### src/rtl/toothless_pkg.sv
// Shared LSU/decoder types: FSM states, access sizes
// and lane helpers for byte enables and store data.
package toothless_pkg;

  typedef enum logic [1:0] {
    LSU_IDLE = 2'b00,
    LSU_REQ  = 2'b01,
    LSU_RESP = 2'b10
  } lsu_state_e;

  localparam logic [1:0] DATA_TYPE_BYTE = 2'b00;
  localparam logic [1:0] DATA_TYPE_HALF = 2'b01;
  localparam logic [1:0] DATA_TYPE_WORD = 2'b10;

  function automatic logic misaligned(
    input logic [1:0] t,
    input logic [1:0] a
  );
    return ((t == DATA_TYPE_WORD) && (a != 2'b00))
         | ((t == DATA_TYPE_HALF) && a[0])
         | (t == 2'b11);
  endfunction

  function automatic logic [3:0] be_gen(
    input logic [1:0] t,
    input logic [1:0] a
  );
    logic [3:0] be;
    be = 4'b1111;
    unique case (1'b1)
      (t == DATA_TYPE_BYTE): be = 4'b0001 << a;
      (t == DATA_TYPE_HALF): be = 4'b0011 << a;
      default:               be = 4'b1111;
    endcase
    return be;
  endfunction

  function automatic logic [31:0] wdata_gen(
    input logic [1:0]  t,
    input logic [31:0] d
  );
    logic [31:0] w;
    w = d;
    unique case (1'b1)
      (t == DATA_TYPE_BYTE): w = {4{d[7:0]}};
      (t == DATA_TYPE_HALF): w = {2{d[15:0]}};
      default:               w = d;
    endcase
    return w;
  endfunction

endpackage

### src/rtl/lsu_rdata_align.sv
// Load lane extraction: shift the addressed bytes down,
// then sign- or zero-extend to the full word.
module lsu_rdata_align
  import toothless_pkg::*;
(
  input  logic [1:0]  off_i,
  input  logic [1:0]  type_i,
  input  logic        sext_i,
  input  logic [31:0] rdata_i,
  output logic [31:0] rdata_o
);

  logic [31:0] shifted;

  assign shifted = rdata_i >> {off_i, 3'b000};

  always_comb begin
    rdata_o = shifted;
    unique case (1'b1)
      (type_i == DATA_TYPE_BYTE):
        rdata_o = {{24{sext_i & shifted[7]}},
                   shifted[7:0]};
      (type_i == DATA_TYPE_HALF):
        rdata_o = {{16{sext_i & shifted[15]}},
                   shifted[15:0]};
      default:
        rdata_o = shifted;
    endcase
  end

endmodule

### src/rtl/lsu.sv
// Load/store unit: one outstanding access over a
// req/gnt + rvalid bus, with alignment and lane steering.
module lsu
  import toothless_pkg::*;
#(
  parameter int DATA_WIDTH = 32
) (
  input  logic                  clk,
  input  logic                  rst_n,
  input  logic                  data_req_i,
  input  logic                  data_we_i,
  input  logic [1:0]            data_type_i,
  input  logic                  data_sign_ext_i,
  input  logic [31:0]           addr_i,
  input  logic [DATA_WIDTH-1:0] wdata_i,
  output logic                  busy_o,
  output logic                  valid_o,
  output logic [DATA_WIDTH-1:0] rdata_o,
  output logic                  err_o,
  output logic                  mem_req_o,
  input  logic                  mem_gnt_i,
  output logic [31:0]           mem_addr_o,
  output logic                  mem_we_o,
  output logic [3:0]            mem_be_o,
  output logic [DATA_WIDTH-1:0] mem_wdata_o,
  input  logic                  mem_rvalid_i,
  input  logic [DATA_WIDTH-1:0] mem_rdata_i,
  input  logic                  mem_err_i
);

  lsu_state_e  state_q;
  logic        mem_req_q;
  logic        mem_we_q;
  logic [3:0]  mem_be_q;
  logic [31:0] mem_addr_q;
  logic [31:0] mem_wdata_q;
  logic [1:0]  off_q;
  logic [1:0]  type_q;
  logic        sext_q;
  logic        valid_q;
  logic        err_q;
  logic [31:0] rdata_q;
  logic [31:0] rdata_d;
  logic        mis;
  logic        accept;

  assign mis    = misaligned(data_type_i, addr_i[1:0]);
  assign accept = (state_q == LSU_IDLE)
                & data_req_i & ~mis;
  // rst_n gate keeps the combinational accept path quiet in reset
  assign busy_o = rst_n
                & ((state_q != LSU_IDLE) | accept);

  lsu_rdata_align u_align (
    .off_i   (off_q),
    .type_i  (type_q),
    .sext_i  (sext_q),
    .rdata_i (mem_rdata_i),
    .rdata_o (rdata_d)
  );

  always_ff @(posedge clk or negedge rst_n) begin
    if (!rst_n) begin
      state_q     <= LSU_IDLE;
      mem_req_q   <= 1'b0;
      mem_we_q    <= 1'b0;
      mem_be_q    <= 4'b0000;
      mem_addr_q  <= '0;
      mem_wdata_q <= '0;
      off_q       <= 2'b00;
      type_q      <= DATA_TYPE_BYTE;
      sext_q      <= 1'b0;
      valid_q     <= 1'b0;
      err_q       <= 1'b0;
      rdata_q     <= '0;
    end else begin
      valid_q <= 1'b0;
      err_q   <= 1'b0;
      unique case (state_q)
        LSU_IDLE: begin
          if (data_req_i && mis) begin
            err_q <= 1'b1;
          end else if (data_req_i) begin
            state_q     <= LSU_REQ;
            mem_req_q   <= 1'b1;
            mem_addr_q  <= {addr_i[31:2], 2'b00};
            mem_we_q    <= data_we_i;
            mem_be_q    <= be_gen(data_type_i,
                                  addr_i[1:0]);
            mem_wdata_q <= wdata_gen(data_type_i,
                                     wdata_i);
            off_q       <= addr_i[1:0];
            type_q      <= data_type_i;
            sext_q      <= data_sign_ext_i;
          end
        end
        LSU_REQ: begin
          if (mem_gnt_i) begin
            mem_req_q <= 1'b0;
            state_q   <= LSU_RESP;
          end
        end
        LSU_RESP: begin
          if (mem_rvalid_i) begin
            state_q <= LSU_IDLE;
            if (mem_err_i) begin
              err_q <= 1'b1;
            end else begin
              valid_q <= 1'b1;
              rdata_q <= mem_we_q ? '0 : rdata_d;
            end
          end
        end
        default: state_q <= LSU_IDLE;
      endcase
    end
  end

  assign valid_o     = valid_q;
  assign err_o       = err_q;
  assign rdata_o     = rdata_q;
  assign mem_req_o   = mem_req_q;
  assign mem_addr_o  = mem_addr_q;
  assign mem_we_o    = mem_we_q;
  assign mem_be_o    = mem_be_q;
  assign mem_wdata_o = mem_wdata_q;

endmodule

### config.mk
export PLATFORM = sky130hd
export DESIGN_NAME = lsu
export DESIGN_NICKNAME = d
export VERILOG_FILES = /design/src/rtl/toothless_pkg.sv /design/src/rtl/lsu_rdata_align.sv /design/src/rtl/lsu.sv
export SDC_FILE = /design/constraint.sdc
export NUM_CORES = 1
export LEC_CHECK = 0
export BUFFER_PORTS_ARGS = -buffer_cell sky130_fd_sc_hd__buf_2
export CAP_MARGIN = 20
export CORE_MARGIN = 10
export CORE_UTILIZATION = 50
export CTS_CLUSTER_SIZE = 16
export DETAILED_ROUTE_END_ITERATION = 10
export PLACE_DENSITY = 0.8
export REMOVE_ABC_BUFFERS = 1
export SLEW_MARGIN = 0
export SYNTH_ARGS = -nofsm -noshare
export SYNTH_HDL_FRONTEND = slang
export SYNTH_HIERARCHICAL = 1
export SYNTH_SLANG_ARGS = --single-unit
### constraint.sdc
create_clock -name clk -period 1.9 [get_ports clk]
set_input_delay 0 -clock clk [delete_from_list [all_inputs] [get_ports clk]]
set_output_delay 0 -clock clk [all_outputs]
set_load 0.05 [all_outputs]
Yosys cells after proc, flatten, opt, wreduce, memory -nomap -nowiden:

Index checks and enable logic that the tools add are counted.

* add/subtract/negate cells: 0
* $mul: 0
* div/mod/pow operators: 0
* magnitude comparators: 0
* equality and inequality tests: 10
* shifts and indexed selects: 3
* muxes and demuxes: 20
* bitwise logic cells: 11
* reduce and logical (&&, ||, !) cells: 13

Operators by type and width (count)
* case mux 32 bit (2 select lines): 2
* 2-to-1 mux 32 bit: 1
* right shift 32 x 5 -> 32 bit: 1
* 2-to-1 mux 1 bit: 9
* 2-to-1 mux 2 bit: 4
* inequality test 2 bit, second input constant: 4
* case mux 4 bit (2 select lines): 1
* AND reduction 4 bit: 2
* equality test 2 x 1 -> 1 bit, second input constant: 3
* equality test 2 bit, second input constant: 3
* logical NOT 2 bit: 3
* case mux 2 bit (3 select lines): 1
* AND reduction 3 bit: 2
* nonzero test 2 bit: 3
* bitwise AND 1 bit: 5
* case mux 1 bit (2 select lines): 2
* << shifter 1 x 2 -> 4 bit, first input constant: 1
* << shifter 2 x 2 -> 4 bit, first input constant: 1
* logical AND 1 bit: 3
* NOT 1 bit: 3
* bitwise OR 1 bit: 3

* flip-flop bits (word level): 109
* bits in latches: 0
* RAM bits: 0
* bits in read-only memories: 0
* logic and storage cells: 69
* memories: 0

Logic depth before layout (Yosys ltp):

Gate-level depths: netlist of the first run.

* depth in word-level cells: 8
* gate-level depth with buffers: 8
* mapped depth without buffers: 5

Modules after synthesis:

The synthesis of the first run kept the hierarchy.

Modules (own cells, without submodules)
* lsu: times used 1, cells each 380, area an instance 5088.6 um^2
* lsu_rdata_align: times used 1, cells each 106, area an instance 808.3 um^2

Worst setup path after synthesis of the first run:

OpenSTA, ideal clock, no wires.

* path kind: reg2out
* from: register state_q[1]
* to: output busy_o
* arrival time: 1984 ps
* data required time: 1900 ps
* setup slack: -84 ps
* cell stages (with the launch flop): 6
* path buffers: 2
* path through: dfrtp_1 -> buf_2 -> nor3b_4 -> o21ai_4 -> buf_12 -> a21boi_1

* cells in the longest elaborated chain, start to end: 5

RTL lines
* start, declared: line lsu.sv:31 `lsu_state_e state_q;`
* start signal, assigned: line lsu.sv:64 `state_q <= LSU_IDLE;`
* start signal, assigned: line lsu.sv:84 `state_q <= LSU_REQ;`
* start signal, assigned: line lsu.sv:100 `state_q <= LSU_RESP;`
* logical NOT 2 bit: line lsu.sv:48 `assign accept = (state_q == LSU_IDLE)`
* bitwise AND 1 bit (2 in a row): line lsu.sv:49 `& data_req_i & ~mis;`
* bitwise OR 1 bit (*): line lsu.sv:52 `& ((state_q != LSU_IDLE) | accept);`
* bitwise AND 1 bit (*): line lsu.sv:52
* end, declared: line lsu.sv:16 `output logic busy_o,`

Every way passes the cells marked *; elsewhere a longest branch is shown, timed or not.

Worst setup path in the final report of the first run:

Same ends and word-level chain as after synthesis.

==> results of run 1 <==
cell usage after synthesis (all sizes together):
| library cell | count | area [um^2] |
|---|---|---|
| and2b | 1 | 7.51 |
| o22ai | 9 | 68.8 |
| or3b | 1 | 8.76 |
| o2bb2ai | 8 | 70.1 |
| nand3b | 1 | 7.51 |
| o21a | 1 | 7.51 |
| conb | 1 | 3.75 |
| a21o | 4 | 30.0 |
| xor2 | 2 | 17.5 |
| o31ai | 1 | 7.51 |
| dfrtp | 109 | 2730 |
| a211oi | 7 | 52.6 |
| and4b | 1 | 10.0 |
| inv | 3 | 11.3 |
| o21ai | 45 | 236 |
| a22oi | 1 | 7.51 |
| clkbuf | 14 | 52.6 |
| mux2 | 85 | 1220 |
| nand2b | 35 | 219 |
| nor4b | 2 | 17.5 |
| mux2i | 25 | 254 |
| nand4bb | 1 | 11.3 |
| a21boi | 8 | 60.1 |
| nand4b | 1 | 8.76 |
| a2111oi | 1 | 8.76 |
| nor3b | 1 | 18.8 |
| a221o | 3 | 30.0 |
| a21oi | 17 | 88.8 |
| nand2 | 46 | 173 |
| nor3 | 1 | 16.3 |
| or2 | 8 | 50.1 |
| and2 | 1 | 6.26 |
| nor2b | 11 | 68.8 |
| nor2 | 5 | 21.3 |
| o221ai | 2 | 41.3 |
| buf | 24 | 260 |
power by group through the flow:
stage | sequential [uW] | clock (uW) | combinational, uW
finish | 3940 | 2090 | 7410
global route | 4050 | 2230 | 7820
floorplan | 7000 | 0 | 2290
detailed placement | 3890 | 0 | 7320
CTS | 3900 | 2120 | 7400
global placement | 3880 | 0 | 7170
logic make-up after synthesis:
kind of cell / synth area share, %
AO/OA/AOI/OAI: 12.0
XOR/XNOR: 0.297
buffers and inverters: 5.50
flip-flops: 46.3
multiplexers: 24.9
other: 0.0636
AND/OR/NAND/NOR: 10.9
sequential cells by signal, summed over array words and instances (netlist names):
| register | flops |
|---|---|
| mem_addr_o | 30 |
| err_o | 1 |
| mem_we_o | 1 |
| valid_o | 1 |
| sext_q | 1 |
| mem_be_o | 4 |
| type_q | 2 |
| rdata_o | 32 |
| mem_req_o | 1 |
| off_q | 2 |
| mem_wdata_o | 32 |
| state_q | 2 |
final cells by class:
type | instances | area [um^2]
antenna | 1 | 2.50
clock inverter | 7 | 106
fill | 802 | 3670
sequential | 109 | 2730
inverter | 3 | 11.3
tap | 143 | 179
clock buffer | 9 | 225
multi-input combinational | 337 | 2850
timing repair buffer | 271 | 1690
how the worst min path moves through the flow:
stage / depth (start not counted) / start / to
after global routing: 2 / addr_i[1] / off_q[1]
after CTS: 2 / addr_i[1] / off_q[1]
after floorplan: 0 / rst_n / err_o
final: 2 / addr_i[1] / off_q[1]
after detailed placement: 2 / rst_n / err_o
after global placement: 2 / rst_n / rdata_o[22]
stage by stage:
step | area (um^2) | cells | hold slack, ns | setup TNS (ns)
finish | 7800 | 880 | 0.0143 | 0
global route | 7800 | 880 | 0.0103 | 0
CTS | 7790 | 879 | 0.00614 | 0
detailed placement | 6980 | 815 | 0.159 | 0
global placement | 6980 | 815 | 0.154 | 0
floorplan | 5590 | 449 | -0.296 | -43.15
layer usage:
layer | wire [um] | part of all wire (%)
met5 | 20 | 0.11
met4 | 317 | 1.7
met3 | 1920 | 10
met2 | 8930 | 48
met1 | 7300 | 39
timing repair:
action	CTS	global route
hold buffers	48	0
hold endpoints to repair	155	0
gates resized for setup	0	1
setup endpoints to repair	0	4
==> impl_metrics.env, run 1 <==
export IMPL_drv_cap=0
export IMPL_required_ns=1.90
export IMPL_worst_clock_skew_ns=0.00832
export IMPL_path_depth=4
export IMPL_cts_clk_slew_worst_paths_ns=0.07
export IMPL_root_buffer="clkbuf_16"
export IMPL_cts_setup_buffers=0
export IMPL_startpoint_type="flip-flop"
export IMPL_power_leakage_uw=0.00396
export IMPL_worstSetupEndpoint="busy_o"
export IMPL_drc=0
export IMPL_finalCriticalPeriod_ns=1.78
export IMPL_crit_fanout=8
export IMPL_syn_inst=486
export IMPL_cts_buffers=9
export IMPL_p_clk_share_pct=15.5
export IMPL_busiest_layer="met2"
export IMPL_crit_family="flip-flops"
export IMPL_rsz0062_at_grt="false"
export IMPL_cp_arrival_ns=1.78
export IMPL_outcome="finished, final reports clean"
export IMPL_nNetsFinal=837
export IMPL_ios=211
export IMPL_start_util_pct=51.4
export IMPL_grt_pass1_vias=5269
export IMPL_grt_use_total_pct=21.9
export IMPL_via_count=4829
export IMPL_coreArea_um2=11500
export IMPL_h_tree_depth=3
export IMPL_r2r_start="off_q[1]"
export IMPL_end_kind="output pin"
export IMPL_switchingPower_uw=6620
export IMPL_layout_common_cells="buf_2 (207), dfrtp_1 (109), mux2_4 (69)"
export IMPL_r2r_cells=5
export IMPL_comb_power_share_pct=55.1
export IMPL_p_seq_share_pct=29.3
export IMPL_grt_pass1_wl_um=29200
export IMPL_slowest_stage="dfrtp_1"
export IMPL_drt_wl_total_um=18500
export IMPL_rr_endpoint="rdata_o[25]"
export IMPL_r2r_setup_slack_ns=0.14
export IMPL_crit_start="state_q[1]"
export IMPL_yosys_warnings=6
export IMPL_finish_utilization_pct=68.0
export IMPL_drtAntennaViolNets=0
export IMPL_swShare_pct=49.3
export IMPL_final_common_cell="buf_2"
export IMPL_clock_sinks=109
export IMPL_layout_drive_gt1_share_pct=46.3
export IMPL_path_buf_inv=1
export IMPL_grtUsageMet3_pct=8.87
export IMPL_clock_latency_ns=0.35
export IMPL_cts_max_path_buffers=2
export IMPL_die_w_um=129
export IMPL_fin_total_pwr_uw=13400
export IMPL_criticalPathCategory="reg2out"
export IMPL_gp_congestion=0.872
export IMPL_cts_tree="done"
export IMPL_pre_cts_ws_ns=0.136
export IMPL_drt_vias_per_instance=5.49
export IMPL_hold_class="in2reg"
export IMPL_dieArea_um2=16500
export IMPL_overflow=0
export IMPL_seq_area_frac_synth_pct=46.3
export IMPL_worst_path_largest_cell_delay_ns=0.42
export IMPL_slew_headroom_pct=43.8
export IMPL_antenna_found_initial=2
export IMPL_synth_seq_cells=109
export IMPL_first_pass_iters=5
export IMPL_setup_viol=0
export IMPL_peakVddDrop_uv=1260
export IMPL_synth_area_um2=5900
export IMPL_internal_power_uw=6820
export IMPL_rows=39
export IMPL_synth_cell_type_count=49
export IMPL_syn2layout_area_growth_pct=32.2
export IMPL_grt_util_met1_pct=25.5
export IMPL_use_met2_pct=36.0
export IMPL_layout_setup_ws_ns=0.116
export IMPL_wl_per_cell_um=21.0
export IMPL_power_density_nw_per_um2=1720
export IMPL_worst_slew_pin_slew_ns=0.842
export IMPL_avgSynthCellArea_um2=12.1
export IMPL_die_h_um=129
export IMPL_dp_hpwl_um=12400
export IMPL_fmax_ghz=0.561
export IMPL_crit_chain="nor3b_4, o21ai_4, a21boi_1, buf_2"
export IMPL_io_buffer_count=208
export IMPL_maxSlewViolCount=0
export IMPL_grt_start_max_net_pins=110
export IMPL_finalHoldViolations=0
export IMPL_drtIter0Drc=326
export IMPL_fin_crit_sh_pct=93.9
No activity file was read; power rests on OpenSTA's default activity.
==> run 2, diff against run 1 <==
--- a/config.mk
+++ b/config.mk
@@ -7,7 +7,7 @@
 export LEC_CHECK = 0
 export BUFFER_PORTS_ARGS = -buffer_cell sky130_fd_sc_hd__buf_2
 export CAP_MARGIN = 20
-export CORE_MARGIN = 10
+export CORE_MARGIN = 5
 export CORE_UTILIZATION = 50
 export CTS_CLUSTER_SIZE = 16
 export DETAILED_ROUTE_END_ITERATION = 10
==> constraint.sdc (replaced) <==
create_clock -name clk -period 1.9 [get_ports clk]
set_input_delay 0 -clock clk [delete_from_list [all_inputs] [get_ports clk]]
set_output_delay 0 -clock clk [all_outputs]
set_load 0.02 [all_outputs]
==> impl_metrics.env, run 2 (synthesized netlist as in run 1, its figures left out) <==
export IMPL_outcome="finished, final reports clean"
export IMPL_power_density_nw_per_um2=1450
export IMPL_grt_pass1_wl_um=26900
export IMPL_whs_ns=0.000329
export IMPL_r2r_start="off_q[1]"
export IMPL_antenna_found_initial=2
export IMPL_rows=39
export IMPL_drt_vias_per_instance=5.40
export IMPL_peakVddDrop_uv=861
export IMPL_slew_headroom_pct=43.9
export IMPL_die_w_um=119
export IMPL_cts_max_path_buffers=2
export IMPL_coreArea_um2=11500
export IMPL_rsz0062_at_grt="false"
export IMPL_criticalPathCategory="reg2out"
export IMPL_placed_cells=817
export IMPL_layout_drive_gt1_share_pct=46.6
export IMPL_grt_pass1_vias=5025
export IMPL_h_tree_depth=3
export IMPL_worst_slew_pin_slew_ns=0.842
export IMPL_overflow=0
export IMPL_cts_clk_slew_worst_paths_ns=0.08
export IMPL_setup_viol=0
export IMPL_root_buffer="clkbuf_16"
export IMPL_rr_endpoint="rdata_o[13]"
export IMPL_r2r_cells=6
export IMPL_worstSetupEndpoint="busy_o"
export IMPL_clock_sinks=109
export IMPL_r2r_setup_slack_ns=0.18
export IMPL_gp_congestion=0.891
export IMPL_die_h_um=119
export IMPL_cp_arrival_ns=1.81
export IMPL_clock_latency_ns=0.35
export IMPL_cts_buffers=9
export IMPL_finish_utilization_pct=68.5
export IMPL_crit_start="state_q[0]"
export IMPL_syn2layout_area_growth_pct=33.2
export IMPL_maxSlewViolCount=0
export IMPL_ios=211
export IMPL_nNetsFinal=841
export IMPL_fin_crit_sh_pct=95.0
export IMPL_drtIter0Drc=372
export IMPL_start_util_pct=51.4
export IMPL_grt_start_max_net_pins=66
export IMPL_finalCriticalPeriod_ns=1.81
export IMPL_dp_hpwl_um=11300
export IMPL_final_common_cell="buf_2"
export IMPL_cts_tree="done"
export IMPL_final_cells=884
export IMPL_drtAntennaViolNets=0
export IMPL_wl_per_cell_um=18.8
export IMPL_drv_cap=0
export IMPL_finalHoldViolations=0
export IMPL_power_leakage_uw=0.00399
export IMPL_end_kind="output pin"
export IMPL_startpoint_type="flip-flop"
export IMPL_dieArea_um2=14100
export IMPL_hold_class="in2reg"
export IMPL_grt_use_total_pct=23.5
export IMPL_fmax_ghz=0.554
export IMPL_finalSetupTns_ns=0
export IMPL_worst_clock_skew_ns=0.00684
export IMPL_drt_wl_total_um=16600
export IMPL_drc=0
export IMPL_via_count=4776
export IMPL_first_pass_iters=5
export IMPL_io_buffer_count=208
export IMPL_crit_fanout=25
export IMPL_required_ns=1.90
export IMPL_layout_common_cells="buf_2 (207), dfrtp_1 (109), mux2_4 (69)"
run 2: how the worst min path moves through the flow:
stage | start | endpoint | slack, ns | cells after the start
after floorplan | rst_n | err_o | -0.30 | 0
after global placement | rst_n | rdata_o[28] | -0.09 | 1
after detailed placement | rst_n | rdata_o[28] | -0.08 | 1
after CTS | wdata_i[18] | mem_wdata_o[18] | 0.0001 | 3
after global routing | wdata_i[18] | mem_wdata_o[18] | 0.01 | 3
final | wdata_i[26] | mem_wdata_o[26] | 0.0003 | 4
run 2: final cells by class:
class                      count  area (um^2)
antenna                        1         2.50
sequential                   109         2730
fill                         812         3610
timing repair buffer         275         1750
multi-input combinational    337         2850
clock inverter                 6         93.8
tap                          143          179
inverter                       3         11.3
clock buffer                  10          239
run 2: worst max-delay path, cell delays in order, from the launching register on:
cell      delay (ns)
dfrtp_1         0.49
nor3b_4         0.29
o21ai_4         0.10
buf_6           0.23
a21boi_1        0.17
buf_2           0.18
run 2: timing repair:
action / in CTS / in global routing
gates resized for setup: 1 / 0
pin swaps: 1 / 1
buffers inserted: 1 / 1
setup endpoints to repair: 1 / 6
endpoints found under the hold margin: 155 / 0
hold buffers: 48 / 0
run 2: power by group:
part / switching, uW / internal, uW
combinational: 2860 / 2490
sequential: 701 / 3230
clock: 899 / 1210
run 2: layer usage:
layer	part of all wire, %	GRT usage [%]	vias to the layer above
met5	0.042	0	-
met1	41	29.6	2308
met2	48	38.8	229
met4	2.4	8.36	2
li1	-	-	2205
met3	8.5	6.35	32
run 2: stage by stage:
step	total power [uW]	instance area, um^2	setup slack (ns)
2_1_floorplan	7280	5590	-0.456
6_report	11400	7850	0.0948
3_5_place_dp	9140	7010	0.117
3_3_place_gp	8980	7010	0.208
4_1_cts	11400	7830	0.0630
5_1_grt	12000	7850	0.00828
==> run 3, diff against run 2 <==
==> constraint.sdc (replaced) <==
create_clock -name clk -period 1.9 [get_ports clk]
set_input_delay 0.19 -clock clk [delete_from_list [all_inputs] [get_ports clk]]
set_output_delay 0.19 -clock clk [all_outputs]
set_load 0.02 [all_outputs]
==> impl_metrics.env, run 3 (synthesized netlist as in run 1, its figures left out) <==
export IMPL_outcome="finished, final reports clean"
export IMPL_drt_vias_per_instance=5.43
export IMPL_slowest_stage="dfrtp_1"
export IMPL_first_pass_iters=5
export IMPL_cp_arrival_ns=1.57
export IMPL_whs_ns=0.0621
export IMPL_end_kind="output pin"
export IMPL_grt_use_total_pct=21.5
export IMPL_criticalPathCategory="reg2out"
export IMPL_fmax_ghz=0.567
export IMPL_slew_headroom_pct=42.4
export IMPL_drt_wl_total_um=15300
export IMPL_root_buffer="clkbuf_16"
export IMPL_io_buffer_count=208
export IMPL_coreArea_um2=11500
export IMPL_grt_pass1_wl_um=24600
export IMPL_worst_clock_skew_ns=0.00510
export IMPL_r2r_setup_slack_ns=0.14
export IMPL_placed_cells=815
export IMPL_r2r_start="off_q[1]"
export IMPL_layout_setup_ws_ns=0.136
export IMPL_layout_common_cells="buf_2 (206), dfrtp_1 (108), mux2_4 (69)"
export IMPL_drtIter0Drc=260
export IMPL_drc=0
export IMPL_wl_per_cell_um=18.4
export IMPL_regArea_um2=2730
export IMPL_holdCritStartpoint="addr_i[23]"
export IMPL_worstHoldPathCells=2
export IMPL_cts_max_path_buffers=2
export IMPL_h_tree_depth=3
export IMPL_syn2layout_area_growth_pct=24.1
export IMPL_clock_sinks=109
export IMPL_fin_crit_sh_pct=92.8
export IMPL_dpl_cell_area_um2=6990
export IMPL_cts_clk_slew_worst_paths_ns=0.08
export IMPL_drv_cap=0
export IMPL_rsz0062_at_grt="false"
export IMPL_required_ns=1.71
export IMPL_die_w_um=119
export IMPL_final_common_cell="buf_2"
export IMPL_finalCriticalPeriod_ns=1.76
export IMPL_cts_buffers=9
export IMPL_worst_path_largest_cell_delay_ns=0.91
export IMPL_antenna_found_initial=1
export IMPL_maxSlewViolCount=0
export IMPL_power_density_nw_per_um2=1510
export IMPL_gp_congestion=0.892
export IMPL_fillers=903
export IMPL_multi_input_area_um2=2850
export IMPL_grt_pass1_vias=4724
export IMPL_start_util_pct=51.4
export IMPL_crit_chain="buf_2"
export IMPL_crit_start="mem_we_o"
export IMPL_r2r_cells=5
export IMPL_dp_hpwl_um=11200
export IMPL_finalHoldViolations=0
export IMPL_whs_endpoint="mem_addr_o[23]"
export IMPL_final_cells=835
export IMPL_peakVddDrop_uv=935
export IMPL_rows=39
export IMPL_nNetsFinal=792
export IMPL_crit_family="flip-flops"
export IMPL_clock_latency_ns=0.35
export IMPL_setup_viol=0
export IMPL_worst_slew_pin_slew_ns=0.864
export IMPL_cts_tree="done"
export IMPL_ios=211
export IMPL_crit_fanout=34
export IMPL_overflow=0
export IMPL_final_area_um2=7320
export IMPL_pre_cts_ws_ns=0.183
export IMPL_drtAntennaViolNets=0
export IMPL_power_leakage_uw=0.00376
export IMPL_startpoint_type="flip-flop"
export IMPL_die_h_um=119
export IMPL_path_buf_inv=1
export IMPL_dieArea_um2=14100
export IMPL_finish_utilization_pct=63.8
export IMPL_layout_drive_gt1_share_pct=49.8
export IMPL_grt_start_max_net_pins=110
export IMPL_via_count=4535
export IMPL_rr_endpoint="rdata_o[21]"
export IMPL_hold_class="in2reg"
run 3: final cells by class:
cell class | count | share of cell area (%)
repair buffers | 226 | 17.0
clock inverters | 7 | 1.01
clock buffers | 9 | 3.08
multi-input cells | 337 | 39.0
diodes | 1 | 0.0342
inverters | 3 | 0.154
well taps | 143 | 2.44
flip-flops and latches | 109 | 37.3
run 3: worst max-delay path by stage:
| stage | to | slack (ns) | depth (start not counted) |
|---|---|---|---|
| 2_1_floorplan | busy_o | -0.84 | 3 |
| 4_1_cts | busy_o | 0.05 | 5 |
| 3_3_place_gp | mem_addr_o[6] | 0.22 | 4 |
| 5_1_grt | mem_we_o | 0.02 | 1 |
| 3_5_place_dp | rdata_o[30] | 0.18 | 5 |
| 6_report | mem_we_o | 0.14 | 1 |
run 3: report_power, final:
part / internal, uW / leakage (uW) / switching (uW)
Combinational: 2380 / 0.00228 / 2810
Clock: 1030 / 0.000146 / 896
Sequential: 3240 / 0.00134 / 689
Total: 6650 / 0.00376 / 4390
run 3: layer usage:
metal	track usage (%)	vias to the layer above	share of wire [%]
met1	27.9	2180	41
met2	33.3	219	47
met4	8.86	0	2.6
met5	0	-	0
met3	7.07	29	9.5
li1	-	2107	-
run 3: through the flow:
step | setup TNS, ns | total power (uW)
2_1_floorplan | -56.31 | 7280
3_3_place_gp | 0 | 8950
3_5_place_dp | 0 | 9140
4_1_cts | 0 | 11100
5_1_grt | 0 | 11700
6_report | 0 | 11000
run 3: timing repair:
action / 4_1_cts / 5_1_grt
hold buffers: 1 / 0
setup buffers: 2 / 1
endpoints found under the hold margin: 109 / 0
setup endpoints to repair: 1 / 1
pin swaps: 1 / 1
resized for setup: 1 / 1
